===== config.mk =====
export PLATFORM = sky130hd
export DESIGN_NAME = full_adder_module
export DESIGN_NICKNAME = d
export VERILOG_FILES = /design/src/rtl/full_adder_module.sv
export SDC_FILE = /design/constraint.sdc
export NUM_CORES = 1
export LEC_CHECK = 0
export ABC_AREA = 1
export BUFFER_PORTS_ARGS = -buffer_cell sky130_fd_sc_hd__buf_2
export CAP_MARGIN = 30
export CORE_AREA = 2 2 39 41
export DETAILED_ROUTE_END_ITERATION = 7
export DIE_AREA = 0 0 41 43
export PLACE_DENSITY = 0.3
export SETUP_SLACK_MARGIN = 0.2
export SYNTH_ARGS = -nofsm -noshare
export SYNTH_HDL_FRONTEND = slang
export SYNTH_HIERARCHICAL = 1
export SYNTH_SLANG_ARGS = --single-unit

===== constraint.sdc =====
create_clock -name clk -period 2 [get_ports clk]
set_input_delay 0.2 -clock clk [delete_from_list [all_inputs] [get_ports clk]]
set_output_delay 0.2 -clock clk [all_outputs]
set_load 0.02 [all_outputs]

===== src/rtl/full_adder_module.sv =====
// full_adder_module: registered ripple-carry adder built from 1-bit full-adder cells.
// Define FULL_ADDER_MODULE_OVF_EN to add a registered two's-complement overflow output ovf.
module full_adder_cell (
  input  logic x,
  input  logic y,
  input  logic ci,
  output logic s,
  output logic co
);
  assign s  = x ^ y ^ ci;
  assign co = (x & y) | (ci & (x ^ y));
endmodule

module full_adder_module #(
  parameter int WIDTH = 1
) (
  input  logic             clk,
  input  logic             rst,
  input  logic             in_valid,
  input  logic [WIDTH-1:0] a,
  input  logic [WIDTH-1:0] b,
  input  logic             cin,
  output logic [WIDTH-1:0] sum,
  output logic             cout,
  output logic             out_valid
`ifdef FULL_ADDER_MODULE_OVF_EN
  ,
  output logic             ovf
`endif
);
  logic [WIDTH:0]   carry;
  logic [WIDTH-1:0] s;
  assign carry[0] = cin;
  for (genvar i = 0; i < WIDTH; i++) begin : g_cell
    full_adder_cell u_cell (
      .x (a[i]),
      .y (b[i]),
      .ci(carry[i]),
      .s (s[i]),
      .co(carry[i+1])
    );
  end
  always_ff @(posedge clk) begin
    if (rst) begin
      sum       <= '0;
      cout      <= 1'b0;
      out_valid <= 1'b0;
    end else begin
      out_valid <= in_valid;
      if (in_valid) begin
        sum  <= s;
        cout <= carry[WIDTH];
      end
    end
  end
`ifdef FULL_ADDER_MODULE_OVF_EN
  // Signed overflow: carry into the MSB differs from carry out of it.
  always_ff @(posedge clk) begin
    if (rst) ovf <= 1'b0;
    else if (in_valid) ovf <= carry[WIDTH] ^ carry[WIDTH-1];
  end
`endif
endmodule


## After elaboration in Yosys (flattened, before gate mapping)

Cells that the tools add are included.

- Register bits after elaboration: 3
- Bits of input ports: 6
- Output and inout bits: 3

- Bitwise operators: 5

Operator list:

| cell | number |
|---|---|
| bitwise AND 1 bit | 2 |
| bitwise XOR 1 bit | 2 |
| bitwise OR 1 bit | 1 |

## Longest topological paths before layout

- Word-level depth: 3
- Mapped depth: 5

## By module

Netlist, hierarchy kept.

By module, submodules not included:

| module | times used | cells an instance | area an instance (um^2) | sequential area each (um^2) |
|---|---|---|---|---|
| full_adder_module | 1 | 16 | 108.9 | 60.1 |
| full_adder_cell | 1 | 1 | 20.0 | 0.0 |

## Worst setup path before layout

Ideal clock, no wire load.

- Path type: input port to flip-flop
- Start: input port b
- End: register sum
- Library setup time: 0.064 ns
- Data arrival time: 0.889 ns
- Data required time: 1.936 ns
- Setup slack: 1.047 ns
- Stages: 5
- Cells stage by stage: fa_1 inv_1 nand2_1 nand2_1 nor2_1

- Word-level cells in the longest chain between the ends: 2

RTL lines:

| element | line | RTL |
|---|---|---|
| start, declared | 21 | `input logic [WIDTH-1:0] b,` |
| bitwise XOR 1 bit (2 in a row) | 10 | `assign s = x ^ y ^ ci;` |
| end signal, assigned | 51 | `sum <= s;` |
| end, declared | 23 | `output logic [WIDTH-1:0] sum,` |

No other way between the ends.
A chain may end at the register's enable or synchronous reset.

## Worst setup path after layout

- Start: register cout
- End: output port cout

RTL lines:

| element | line | RTL |
|---|---|---|
| start, declared | 24 | `output logic cout,` |
| start signal, assigned | 52 | `cout <= carry[WIDTH];` |

No word-level cell between the ends.

==> metrics.txt <==
CTS Buf Count 3; P_leak roughly 0.12 nW; Mapped Nets 24; diode count 0; worst-skew pair later-pin latency 0.24 ns; post-CTS sizing 0; CP max stage cell dfxtp_1; status finished, final reports clean; H-tree depth 1; routed wire length 261 um; global route total overflow 0; GP Congestion 0.598; predominant post-synthesis flop cell dfxtp_1; endpoints failing setup 0; drt wl/cell 5.80 um; Synth Area in Compound Gates 0%; mux share of post-synthesis cell area 0%; WP buf/inv 1; layout cells sized above 1 37.9%; vias per inst between 3 and 4; synthesized area per cell roughly 7.6 sq um; post-layout min period 0.917 ns; unrepaired setup endpoints after global routing false; # IOs 9; Pre-antenna DRT Iters 3; cell with the most instances after synthesis nor2_1; Vias 142; Sink Count 3; WL met3 22 um; core area 0.00138 sq mm; Iteration-0 DRC Markers 3; Syn Std Cell Area around 130 sq um; Setup Fix Bufs, Post-CTS 0; Pwr Density 929 mW/mm^2; placed cells 41; Met2 Wirelength between 150 and 200 um; clock skew 0 ns; I/O Buffers 8; worst vdd ir 0.158 mV; main area contributors after synthesis dfxtp_1, fa_1, nor2_1; Die Ht 43 um; Initial Util 9.31%; post-synthesis simple-gate area fraction roughly a quarter; Max Cap Viol 0; post-synthesis xor/xnor area fraction 0%; synthesized instance count 17; warnings from Yosys 6; Required @ worst endpoint approximately 1.8 ns; Post-synth EDFFs 0; Max Clock Freq between 1000 and 1500 MHz; hold crit path type in2reg; crit-path leading delay family flip-flops; clock transition at the registers of the reported paths 0.04 ns; critical path endpoint category output pin; Cell variety after synth 5; chip width 41 um; total die area 0.00176 sq mm; Max-slew headroom 92.9%; CP Launch Type flip-flop; CP Class reg2out; DRT met1 WL 66 um; Finished Layout Cells 45; fraction of registers with async set/reset 0%; initial antenna violation count 0; via count of the first global-routing pass 165; Slew Limit Fails 0; row count 14; largest net degree at the start of global routing 6; setup tns final 0 ns; post-route ant nets 0; worst path arrival time 0.72 ns; Crit Path Max Fanout 2; CTS tree done; Slew @ Worst Pin 0.108 ns; critical path, cell by cell buf_2; area growth from synthesis to layout 67.0%; Final nets 37; register area share after synthesis 46.6%; CTS root buffer clkbuf_4; largest area contributor in the netlist dfxtp_1; Worst path max stage delay 0.32 ns; CTS Buffer Depth 2; Residual DRC 0; Final Hold Viols 0; post-synthesis register bit count 3; adder-cell share of the synthesized area between 10% and 20%; first-pass GRT wire length 503 um; fin crit share 45.9%; Hold-fix buffers, CTS 0; combinational family with the most area after synthesis simple AND/OR/NAND/NOR gates; synth cell count leaders nor2_1, inv_1, nand2_1; Total GRT Usage 4.92%; Yosys top cell area share a little under half; top sig layer met4
[where the power goes]
part / leakage [nW] / switching, mW / internal [mW] / total (mW)
Clock: 0.0150 / 0.0316 / 0.0748 / 0.106
Combinational: 0.0836 / 0.0159 / 0.0114 / 0.0273
Sequential: 0.0250 / 0.00166 / 0.0646 / 0.0662
[path summary, 6_finish.rpt]
path | startpoint | to | slack [ns] | cells past startpoint
max | cout$_SDFFE_PP0P_ | cout | 1.08 | 1
min | rst | out_valid$_SDFF_PP0_ | 0.14 | 2
max reg2reg | cout$_SDFFE_PP0P_ | cout$_SDFFE_PP0P_ | 1.45 | 2
min reg2reg | sum$_SDFFE_PP0P_ | sum$_SDFFE_PP0P_ | 0.47 | 2
[metal layers]
| metal | GRT usage [%] | vias to the layer above |
|---|---|---|
| met4 | 8.00 | 0 |
| met3 | 3.14 | 3 |
| met5 | 0 | - |
| met1 | 2.89 | 62 |
| met2 | 6.88 | 7 |
| li1 | - | 70 |
[cells in the final DEF, fill, tap and decap left out]
master,n
inv_1,4
clkbuf_1,1
dfxtp_1,3
nand2_1,4
fa_1,1
nor2_1,5
buf_2,8
clkbuf_4,3
[flip-flops by register name, indices dropped and copies added, names as in the netlist]
register / cells
sum: 1
cout: 1
out_valid: 1
[stage by stage]
stage                     instance area [sq um]  setup WS [ns]  hold WS (ns)  utilization [%]  total power [mW]
after floorplan                             129           1.05         0.271                -            0.0826
after global placement                      189          0.905         0.376             13.7            0.0950
after detailed placement                    189          0.892         0.380             13.7            0.0954
after CTS                                   215           1.07         0.134             15.6             0.205
after global routing                        215           1.05         0.151             15.6             0.212
final                                       215           1.08         0.141             15.6             0.200
[final cells by class]
class / instances / area (sq um)
Clock buffer: 4 / 26.3
Fill cell: 166 / 1170
Inverter: 4 / 15.0
Multi-Input combinational cell: 10 / 53.8
Sequential cell: 3 / 60.1
Tap cell: 16 / 20.0
Timing Repair Buffer: 8 / 40.0
[cells by family after synthesis]
group / Yosys count
adder cells (fa/ha/maj): 1
buffers and inverters: 4
flip-flops: 3
AND/OR/NAND/NOR: 9
No activity file was read; power rests on OpenSTA's default activity.
